`config.mk`:
```
export PLATFORM = sky130hd
export DESIGN_NAME = vga_timing_shift
export DESIGN_NICKNAME = d
export VERILOG_FILES = /design/src/rtl/vga_timing_shift.sv
export SDC_FILE = /design/constraint.sdc
export NUM_CORES = 1
export LEC_CHECK = 0
export ABC_AREA = 0
export BUFFER_PORTS_ARGS = -buffer_cell sky130_fd_sc_hd__buf_2
export CORE_MARGIN = 2
export CORE_UTILIZATION = 63
export DETAILED_ROUTE_END_ITERATION = 8
export GPL_TIMING_DRIVEN = 0
export PLACE_DENSITY = 0.84
export SETUP_SLACK_MARGIN = 0.02
export SYNTH_ARGS = -nofsm -noshare
export SYNTH_HDL_FRONTEND = slang
export SYNTH_SLANG_ARGS = --single-unit
```
`constraint.sdc`:
```
create_clock -name pixel_clk -period 4.1 [get_ports pixel_clk]
set_input_delay 0.205 -clock pixel_clk [delete_from_list [all_inputs] [get_ports pixel_clk]]
set_output_delay 0.205 -clock pixel_clk [all_outputs]
set_load 0.02 [all_outputs]
```
`src/rtl/vga_timing_shift.sv`:
```
// VGA raster timing generator with a frame-divided scroll strobe (en_shift).
// Optional macro SHIFT_FREEZE_EN adds a shift_freeze input that suppresses the strobe.
module vga_timing_shift #(
    parameter int unsigned H_ACTIVE  = 640,
    parameter int unsigned H_FP      = 16,
    parameter int unsigned H_SYNC    = 96,
    parameter int unsigned H_BP      = 48,
    parameter int unsigned V_ACTIVE  = 480,
    parameter int unsigned V_FP      = 10,
    parameter int unsigned V_SYNC    = 2,
    parameter int unsigned V_BP      = 33,
    parameter int unsigned SHIFT_DIV = 1,
    parameter int unsigned XY_W      = 10
) (
    input  logic            pixel_clk,
    input  logic            reset_n,
`ifdef SHIFT_FREEZE_EN
    input  logic            shift_freeze,
`endif
    output logic            hsync,
    output logic            vsync,
    output logic            de,
    output logic [XY_W-1:0] pix_x,
    output logic [XY_W-1:0] pix_y,
    output logic            frame_start,
    output logic            en_shift
);

    localparam int unsigned H_TOTAL = H_ACTIVE + H_FP + H_SYNC + H_BP;
    localparam int unsigned V_TOTAL = V_ACTIVE + V_FP + V_SYNC + V_BP;

    localparam logic [XY_W-1:0] H_LAST   = XY_W'(H_TOTAL - 1);
    localparam logic [XY_W-1:0] V_LAST   = XY_W'(V_TOTAL - 1);
    localparam logic [XY_W-1:0] H_ACT_C  = XY_W'(H_ACTIVE);
    localparam logic [XY_W-1:0] V_ACT_C  = XY_W'(V_ACTIVE);
    localparam logic [XY_W-1:0] HS_START = XY_W'(H_ACTIVE + H_FP);
    localparam logic [XY_W-1:0] HS_END   = XY_W'(H_ACTIVE + H_FP + H_SYNC);
    localparam logic [XY_W-1:0] VS_START = XY_W'(V_ACTIVE + V_FP);
    localparam logic [XY_W-1:0] VS_END   = XY_W'(V_ACTIVE + V_FP + V_SYNC);
    localparam logic [7:0]      DIV_LAST = 8'(SHIFT_DIV - 1);

    logic [XY_W-1:0] h_q, h_d, v_q, v_d;
    logic [7:0]      fcnt_q, fcnt_d;
    logic            de_d, hsync_d, vsync_d, fs_d, en_d;
    logic            shift_slot, shift_go;

    always_comb begin
        h_d = h_q + 1'b1;
        v_d = v_q;
        if (h_q == H_LAST) begin
            h_d = '0;
            v_d = (v_q == V_LAST) ? '0 : v_q + 1'b1;
        end
    end

    // Outputs are decoded from the next-state counters so they line up with h_q/v_q.
    always_comb begin
        de_d       = (h_d < H_ACT_C) && (v_d < V_ACT_C);
        hsync_d    = !((h_d >= HS_START) && (h_d < HS_END));
        vsync_d    = !((v_d >= VS_START) && (v_d < VS_END));
        fs_d       = (h_d == '0) && (v_d == '0);
        shift_slot = (h_d == '0) && (v_d == V_ACT_C);
`ifdef SHIFT_FREEZE_EN
        shift_go   = shift_slot && !shift_freeze;
`else
        shift_go   = shift_slot;
`endif
        fcnt_d     = fcnt_q;
        en_d       = 1'b0;
        if (shift_go) begin
            en_d   = (fcnt_q == DIV_LAST);
            fcnt_d = en_d ? 8'd0 : fcnt_q + 8'd1;
        end
    end

    always_ff @(posedge pixel_clk or negedge reset_n) begin
        if (!reset_n) begin
            h_q         <= H_LAST;
            v_q         <= V_LAST;
            fcnt_q      <= '0;
            hsync       <= 1'b1;
            vsync       <= 1'b1;
            de          <= 1'b0;
            pix_x       <= '0;
            pix_y       <= '0;
            frame_start <= 1'b0;
            en_shift    <= 1'b0;
        end else begin
            h_q         <= h_d;
            v_q         <= v_d;
            fcnt_q      <= fcnt_d;
            hsync       <= hsync_d;
            vsync       <= vsync_d;
            de          <= de_d;
            pix_x       <= de_d ? h_d : '0;
            pix_y       <= de_d ? v_d : '0;
            frame_start <= fs_d;
            en_shift    <= en_d;
        end
    end

endmodule

```
==> impl_metrics.env, run 1 <==
export IMPL_synth_warnings=0
export IMPL_required_ns=4.34
export IMPL_dr_total_vias=1788
export IMPL_power_density_nw_per_um2=289
export IMPL_clk_pin_slew_ns=0.09
export IMPL_finalInstanceArea_sq_um=2900
export IMPL_synthArstFlopShare=1.00
export IMPL_grt_pass1_vias=1691
export IMPL_yosysTopAreaCellShare=0.392
export IMPL_ys_ff_latch=53
export IMPL_synth_edf_count=0
export IMPL_nNetsFinal=270
export IMPL_synth_commonest_cells="dfrtp_1 (41), nor2_1 (15), dfstp_2 (12), xnor2_1 (12)"
export IMPL_root_buffer="clkbuf_8"
export IMPL_final_cell_count_no_fill=313
export IMPL_p_total_mw=0.839
export IMPL_drt_vias_per_instance=5.71
export IMPL_finalSetupViolCount=0
export IMPL_grt_pass1_wl_um=8090
export IMPL_critical_path_arrival_ns=3.27
export IMPL_final_util=0.725
export IMPL_max_slew_worst_pin_slew_ns=1.13
export IMPL_gp_congestion=0.825
export IMPL_drc_errors=0
export IMPL_syn_inst=229
export IMPL_clock_sinks=53
export IMPL_placed_cell_area_sq_um=2810
export IMPL_tns_ns=0
export IMPL_min_period_over_period=0.738
export IMPL_reg2regPathDepth=11
export IMPL_synth_most_common_cell="dfrtp_1"
export IMPL_crit_type="reg2reg"
export IMPL_p_leak_nw=1.38
export IMPL_clk_latency_ns=0.32
export IMPL_layout_min_cycle_time_ns=3.03
export IMPL_place_hpwl_um=3310
export IMPL_syn_area_sq_um=2620
export IMPL_ir_drop_mv=0.186
export IMPL_grt_max_degree=54
export IMPL_ant_nets=0
export IMPL_slew_viol_final=0
export IMPL_cts_resized=0
export IMPL_gr_usage_all_layers=0.242
export IMPL_n_fill_cell=297
export IMPL_use_met3=0.0674
export IMPL_synth_top_flop_cell="dfrtp_1"
export IMPL_io_pins=27
export IMPL_clk_path_buf_depth=2
export IMPL_drt_iter0_drc=128
export IMPL_postCtsSetupRepairBufs=0
export IMPL_outcome="complete, no violations"
export IMPL_numCtsBuffers=5
export IMPL_reg2reg_to="pix_y[3]"
export IMPL_seq_area_sq_um=1340
export IMPL_cts_tree="built"
export IMPL_core_area_sq_um=4000
export IMPL_hold_buffers=0
export IMPL_dr_pass1_iters=4
export IMPL_drive_above_1_share=0.293
export IMPL_ys_types=55
export IMPL_start_util=0.654
export IMPL_cp_max_fo=10
export IMPL_synthTopCellsByArea="dfrtp_1 (39%), dfstp_2 (12%), xnor2_1 (4.0%)"
export IMPL_grt_use_met1=0.343
export IMPL_hold_path_class="in2async"
export IMPL_max_cap_violations=0
export IMPL_syn_to_final_growth_pct=11.0
export IMPL_cts_htree_levels=2
export IMPL_r2r_start="h_q[0]"
export IMPL_die_area_sq_um=4680
export IMPL_startpoint="h_q[0]"
export IMPL_relSlewSlack=0.244
export IMPL_crit_end="pix_y[3]"
export IMPL_antenna_found_initial=0
export IMPL_antenna_cells=0
export IMPL_avgSynthCellArea_sq_um=11.4
export IMPL_io_buffers=26
export IMPL_post_drt_wl_per_cell_um=15.3
export IMPL_grt_setup_unrepaired="no"
export IMPL_synth_nets=237
export IMPL_rows=23
export IMPL_die_y_um=68.4
export IMPL_grt_ovfl_total=0
export IMPL_crit_path_start_kind="flip-flop"
export IMPL_crit_path_end_kind="flip-flop"
export IMPL_regToRegSetupSlack_ns=1.07
export IMPL_ys_seq_area_frac=0.513
export IMPL_globalRouteMet2Util=0.353
export IMPL_dieWidth_um=68.4
export IMPL_fmax_mhz=331
export IMPL_yosysTopAreaCell="dfrtp_1"
export IMPL_drt_total_wl_um=4800
export IMPL_grt_busiest_layer="met2"
export IMPL_skew_ns=0.0105
export IMPL_dp_cells=305
export IMPL_final_hold_violation_count=0
export IMPL_multiInputGateArea_sq_um=1160
logic make-up after synthesis:
kind of cell / Yosys count / share of synthesized area
and+or+nand+nor: 103 / 0.268
DFF: 53 / 0.513
AOI/OAI and AO/OA: 22 / 0.0589
buffers and inverters: 21 / 0.0440
xor gates and xnor gates: 18 / 0.0660
adders and majority gates: 6 / 0.0287
muxes: 5 / 0.0196
other: 1 / 0.00143
routing by layer:
layer  vias to the layer above  part of all wire
li1                        869                 -
met2                        46              0.47
met4                         0             0.016
met1                       866              0.47
met3                         7             0.045
met5                         -                 0
report_power, final:
part	switching (mW)	total (mW)	internal, mW
clock network	0.167	0.304	0.137
logic	0.0103	0.0110	0.000690
registers	0.000108	0.524	0.523
total	0.177	0.839	0.661
how the worst min path moves through the flow:
stage	end	cells past startpoint
finish	fcnt_q[3]	1
global route	frame_start	1
CTS	pix_x[0]	1
detailed placement	pix_x[6]	1
global placement	pix_x[6]	1
floorplan	de	0
per-stage QoR:
stage	worst slack, ns	hold WS, ns
2_1_floorplan	1.53	-0.0906
3_3_place_gp	1.13	0.469
3_5_place_dp	1.08	0.478
4_1_cts	1.06	0.138
5_1_grt	0.790	0.204
6_report	1.07	0.113
registers in the layout (all words and copies together), names as in the netlist:
| name | cells |
|---|---|
| h_q | 10 |
| pix_x | 10 |
| pix_y | 10 |
| v_q | 10 |
| fcnt_q | 8 |
| de | 1 |
| en_shift | 1 |
| frame_start | 1 |
| hsync | 1 |
| vsync | 1 |
critical path: stages (launching register included):
cell and delay (ns):
dfstp_2 0.58, ha_1 0.27, and3_1 0.17, buf_2 0.17
and3_1 0.18, buf_2 0.23, nand3_2 0.13, xor2_2 0.28
nor3_1 0.12, or3b_1 0.37, clkbuf_1 0.26, nor2b_1 0.18
placed cells by master (no fill, tap or decap), types with 3 or more instances in the layout:
cell,count
a21oi_1,4
clkbuf_8,7
and2_1,3
xnor2_1,12
nor2_1,15
buf_2,29
dfrtp_1,41
nand4_1,11
dfstp_2,12
xor2_1,4
nor3_1,5
and3_1,9
o21ai_0,8
and4_1,5
nor4_4,4
nand2_1,10
nand3_1,8
ha_1,6
nor2b_1,11
mux2i_1,4
inv_1,11
area by class of cell:
type / count / area share
multi-input combinational: 155 / 0.399
sequential: 53 / 0.462
inverter: 12 / 0.0155
tap: 50 / 0.0216
clock buffer: 7 / 0.0298
timing repair buffer: 26 / 0.0448
clock inverter: 1 / 0.00259
buffer: 9 / 0.0241
Power figures use the tool's default switching activity.
==> inputs of run 2 (changes only) <==
--- a/config.mk
+++ b/config.mk
@@ -8,10 +8,10 @@
 export ABC_AREA = 0
 export BUFFER_PORTS_ARGS = -buffer_cell sky130_fd_sc_hd__buf_2
 export CORE_MARGIN = 2
-export CORE_UTILIZATION = 63
+export CORE_UTILIZATION = 58
 export DETAILED_ROUTE_END_ITERATION = 8
 export GPL_TIMING_DRIVEN = 0
-export PLACE_DENSITY = 0.84
+export PLACE_DENSITY = 0.79
 export SETUP_SLACK_MARGIN = 0.02
 export SYNTH_ARGS = -nofsm -noshare
 export SYNTH_HDL_FRONTEND = slang
==> constraint.sdc (replaced) <==
create_clock -name pixel_clk -period 2.8 [get_ports pixel_clk]
set_input_delay 0.14 -clock pixel_clk [delete_from_list [all_inputs] [get_ports pixel_clk]]
set_output_delay 0.14 -clock pixel_clk [all_outputs]
set_load 0.02 [all_outputs]
==> run 2 against run 1 <==
  * Design area grew 6.7%
  * Critical path type unchanged
  * Critical path depth fell by 2
  * Clock-buffer cell count is the same
  * Total power rose by 57%
  * Fmax rose by 12%
  * Sequential share of layout area fell by 2.9 points
  * Die area up 8.1%
  * Via count grew 3.8%
  * Worst hold slack worse by 0.062 ns
  * Setup slack got worse by 0.97 ns
  * Combinational power grew 48%
==> impl_metrics.env, run 2 (synthesis gave the netlist of run 1 again) <==
export IMPL_drt_vias_per_instance=5.68
export IMPL_crit_path_end_kind="flip-flop"
export IMPL_use_met3=0.0413
export IMPL_skew_ns=0.00546
export IMPL_place_hpwl_um=3380
export IMPL_grt_ovfl_total=0
export IMPL_sw_frac_of_total=0.195
export IMPL_layout_min_cycle_time_ns=2.69
export IMPL_clock_sinks=53
export IMPL_grt_use_met1=0.302
export IMPL_grt_pass1_wl_um=8490
export IMPL_syn_to_final_growth_pct=18.4
export IMPL_switching_power_mw=0.256
export IMPL_critical_path_arrival_ns=2.92
export IMPL_clk_pin_slew_ns=0.09
export IMPL_clk_latency_ns=0.30
export IMPL_dr_pass1_iters=5
export IMPL_required_ns=3.02
export IMPL_cp_top_family="simple AND/OR/NAND/NOR gates"
export IMPL_rows=24
export IMPL_cts_tree="built"
export IMPL_drt_total_wl_um=5240
export IMPL_cp_max_fo=10
export IMPL_nNetsFinal=282
export IMPL_p_leak_nw=1.46
export IMPL_antenna_cells=0
export IMPL_path_cells="ha_4, nand4_1, or4b_1, a21oi_2, nor3_2, o21ai_1, or3b_4, buf_6, nor3_1"
export IMPL_hold_path_class="in2async"
export IMPL_finalSetupViolCount=0
export IMPL_drt_iter0_drc=101
export IMPL_final_hold_violation_count=0
export IMPL_relSlewSlack=0.238
export IMPL_gr_usage_all_layers=0.215
export IMPL_start_util=0.601
export IMPL_die_area_sq_um=5060
export IMPL_cts_htree_levels=2
export IMPL_grt_max_degree=54
export IMPL_ir_drop_mv=0.331
export IMPL_io_buffers=26
export IMPL_slowest_delay_ns=0.59
export IMPL_crit_buf_inv=1
export IMPL_outcome="complete, no violations"
export IMPL_drive_above_1_share=0.356
export IMPL_intPower_mw=1.06
export IMPL_max_slew_worst_pin_slew_ns=1.14
export IMPL_tns_ns=0
export IMPL_gp_congestion=0.810
export IMPL_cpMaxStageDelayCell="dfstp_2"
export IMPL_globalRouteMet2Util=0.337
export IMPL_post_drt_wl_per_cell_um=16.0
export IMPL_clk_path_buf_depth=2
export IMPL_io_pins=27
export IMPL_fmax_mhz=371
export IMPL_dr_total_vias=1856
export IMPL_core_area_sq_um=4350
export IMPL_grt_busiest_layer="met2"
export IMPL_drc_errors=0
export IMPL_max_cap_violations=0
export IMPL_final_common_cell="dfrtp_1"
export IMPL_numCtsBuffers=5
export IMPL_min_period_over_period=0.962
export IMPL_seq_power_share=0.583
export IMPL_power_density_nw_per_um2=425
export IMPL_grt_pass1_vias=1797
export IMPL_crit_type="reg2reg"
export IMPL_die_y_um=71.1
export IMPL_antenna_found_initial=0
export IMPL_pwr_share_clk=0.405
export IMPL_root_buffer="clkbuf_8"
export IMPL_hold_buffers=0
export IMPL_dieWidth_um=71.1
export IMPL_final_util=0.711
export IMPL_layout_common_cells="dfrtp_1 (40), buf_2 (27), nor2_1 (15)"
export IMPL_ant_nets=0
export IMPL_slew_viol_final=0
export IMPL_pwr_share_comb=0.012
export IMPL_crit_path_start_kind="flip-flop"
## run 2: final cells by class
cell class                      count  area, sq um
Clock inverter                      1         30.0
Fill cell                         311         1260
Sequential cell                    53         1340
Inverter                           12         45.0
Clock buffer                        7         86.3
Buffer                              9         92.6
Timing Repair Buffer               38          221
Multi-Input combinational cell    155         1210
Tap cell                           52         65.1
## run 2: worst paths after layout
path | startpoint | to | slack, ns | cells after the start
hold / removal | reset_n | pix_x[1] | 0.05 | 1
hold reg to reg | fcnt_q[7] | fcnt_q[7] | 0.48 | 1
setup reg to reg | h_q[0] | pix_x[5] | 0.11 | 9
max in group asynchronous | reset_n | v_q[0] | 1.99 | 1
setup / recovery | h_q[0] | pix_x[5] | 0.11 | 9
min in group pixel_clk | fcnt_q[7] | fcnt_q[7] | 0.48 | 1
## run 2: repair_timing
action,in CTS,in global routing
gates cloned,0,1
pin swaps,3,6
setup buffers,5,6
endpoints found under the setup margin,30,30
resized for setup,10,12
## run 2: metal layers
layer	part of all wire	up-vias
met5	0	-
met1	0.48	915
met2	0.47	31
li1	-	899
met3	0.026	11
met4	0.018	0
## run 2: metrics by stage
step	setup slack (ns)	hold slack (ns)	power (mW)	instance area (sq um)	cells
after floorplan	0.226	-0.156	0.782	2620	229
after global placement	-0.192	0.404	0.798	2810	307
after detailed placement	-0.212	0.427	0.798	2810	307
after CTS	0.0338	0.0863	1.33	3000	320
after global routing	-0.0383	0.155	1.35	3100	327
final	0.106	0.0515	1.32	3100	327
## run 2: power by group through the flow
stage | Sequential [mW] | Combinational [mW] | Clock (mW)
6_report | 0.767 | 0.0163 | 0.532
5_1_grt | 0.767 | 0.0198 | 0.568
4_1_cts | 0.767 | 0.0173 | 0.542
3_5_place_dp | 0.781 | 0.0175 | 0
3_3_place_gp | 0.781 | 0.0168 | 0
2_1_floorplan | 0.782 | 0.000117 | 0
==> inputs of run 3 (changes only) <==
--- a/config.mk
+++ b/config.mk
@@ -7,11 +7,13 @@
 export LEC_CHECK = 0
 export ABC_AREA = 0
 export BUFFER_PORTS_ARGS = -buffer_cell sky130_fd_sc_hd__buf_2
+export CELL_PAD_IN_SITES_DETAIL_PLACEMENT = 2
+export CELL_PAD_IN_SITES_GLOBAL_PLACEMENT = 2
 export CORE_MARGIN = 2
-export CORE_UTILIZATION = 58
+export CORE_UTILIZATION = 39
 export DETAILED_ROUTE_END_ITERATION = 8
 export GPL_TIMING_DRIVEN = 0
-export PLACE_DENSITY = 0.79
+export PLACE_DENSITY_LB_ADDON = 0.1
 export SETUP_SLACK_MARGIN = 0.02
 export SYNTH_ARGS = -nofsm -noshare
 export SYNTH_HDL_FRONTEND = slang
==> run 3 against run 2 <==
  * Via count grew 6.7%
  * Cell count increased by 11%
  * Flip-flop and latch count did not move
  * Sequential power about the same
  * Largest cell class unchanged
==> impl_metrics.env, run 3 (synthesis gave the netlist of run 1 again) <==
export IMPL_outcome="complete, no violations"
export IMPL_clk_latency_ns=0.31
export IMPL_numCtsBuffers=5
export IMPL_ir_drop_mv=0.219
export IMPL_max_cap_violations=0
export IMPL_final_common_cell="dfrtp_1"
export IMPL_slew_viol_final=0
export IMPL_relSlewSlack=0.209
export IMPL_grt_pass1_vias=2027
export IMPL_clk_pin_slew_ns=0.10
export IMPL_clock_sinks=53
export IMPL_drt_iter0_drc=75
export IMPL_place_hpwl_um=4330
export IMPL_io_buffers=26
export IMPL_die_area_sq_um=7380
export IMPL_cts_htree_levels=2
export IMPL_dieWidth_um=85.9
export IMPL_crit_path_start_kind="flip-flop"
export IMPL_rows=29
export IMPL_antenna_found_initial=0
export IMPL_power_density_nw_per_um2=407
export IMPL_root_buffer="clkbuf_8"
export IMPL_final_cell_count_no_fill=364
export IMPL_dr_total_vias=1981
export IMPL_dp_slack_ns=-0.357
export IMPL_critical_path_arrival_ns=2.94
export IMPL_cpMaxStageDelayCell="dfstp_2"
export IMPL_grt_ovfl_total=0
export IMPL_crit_type="reg2reg"
export IMPL_layout_common_cells="dfrtp_1 (39), buf_2 (28), buf_4 (22)"
export IMPL_clk_path_buf_depth=2
export IMPL_start_util=0.407
export IMPL_drive_above_1_share=0.415
export IMPL_io_pins=27
export IMPL_final_hold_violation_count=0
export IMPL_n_fill_cell=641
export IMPL_grt_max_degree=54
export IMPL_slowest_delay_ns=0.54
export IMPL_drt_vias_per_instance=5.44
export IMPL_p_total_mw=1.34
export IMPL_drc_errors=0
export IMPL_antenna_cells=0
export IMPL_p_leak_nw=1.56
export IMPL_fin_hold_ws_ns=0.0603
export IMPL_final_util=0.512
export IMPL_nNetsFinal=294
export IMPL_grt_pass1_wl_um=10800
export IMPL_setup_slack_ns=0.0556
export IMPL_cts_tree="built"
export IMPL_post_drt_wl_per_cell_um=20.4
export IMPL_core_area_sq_um=6420
export IMPL_dr_pass1_iters=6
export IMPL_ant_nets=0
export IMPL_min_period_over_period=0.980
export IMPL_max_slew_worst_pin_slew_ns=1.19
export IMPL_hold_path_class="in2async"
export IMPL_syn_to_final_growth_pct=25.7
export IMPL_dp_cells=332
export IMPL_gr_usage_all_layers=0.189
export IMPL_fmax_mhz=364
export IMPL_skew_ns=0.0106
export IMPL_drt_total_wl_um=7410
export IMPL_crit_path_end_kind="flip-flop"
export IMPL_layout_min_cycle_time_ns=2.74
export IMPL_die_y_um=85.9
export IMPL_required_ns=2.99
export IMPL_path_cells="buf_4, or3b_4, nor2_1, o21ai_0, a211o_2, nor4_4, buf_2, nand3_1, xnor2_1"
export IMPL_grt_setup_unrepaired="yes"
export IMPL_cp_max_fo=9
export IMPL_finalSetupViolCount=0
export IMPL_gp_congestion=0.718
## run 3: power breakdown
group | internal (mW) | leakage, nW | total, mW | switching [mW]
Clock | 0.291 | 0.0574 | 0.554 | 0.263
Sequential | 0.767 | 0.667 | 0.767 | 0.000135
Combinational | 0.00101 | 0.830 | 0.0168 | 0.0158
Total | 1.06 | 1.56 | 1.34 | 0.279
## run 3: final timing paths
path	depth (start not counted)	slack [ns]	endpoint	from
max	9	0.06	fcnt_q[3]	h_q[4]
min	1	0.06	h_q[5]	reset_n
max reg2reg	9	0.06	fcnt_q[3]	h_q[4]
min reg2reg	1	0.50	fcnt_q[7]	fcnt_q[7]
max in group asynchronous	1	1.94	v_q[1]	reset_n
min in group pixel_clk	1	0.50	fcnt_q[7]	fcnt_q[7]
## run 3: per-stage QoR
stage | instance area (sq um) | setup TNS (ns)
3_5_place_dp | 2840 | -6.88
3_3_place_gp | 2840 | -5.99
5_1_grt | 3290 | -0.266
2_1_floorplan | 2620 | 0
4_1_cts | 3070 | 0
6_report | 3290 | 0
## run 3: critical path: cells and delay by family, from the launching register on
kind            cells  cell delay (ns)
flops               1             0.54
xor+xnor            1             0.14
simple gates        4             1.07
buf+inv             2             0.38
compound gates      2             0.50
## run 3: layout make-up
type,count,area (sq um),area share
clock buffer,6,82.6,0.0251
tap,77,96.3,0.0293
multi-input combinational,155,1270,0.386
sequential,53,1340,0.409
timing repair buffer,50,313,0.0952
buffer,9,100,0.0305
clock inverter,2,37.5,0.0114
inverter,12,45.0,0.0137
## run 3: metal layers
metal	up-vias	global-route usage	share of wire
met2	25	0.318	0.53
met1	1035	0.256	0.44
met5	-	0	0
li1	914	-	-
met4	0	0.0519	0.013
met3	7	0.0260	0.016
## run 3: repair_timing
action / in CTS / in global routing
pin swaps: 4 / 14
buffers inserted: 8 / 14
resized for setup: 11 / 27
gates cloned: 0 / 2
setup endpoints to repair: 31 / 31
hold buffers: 0 / 0
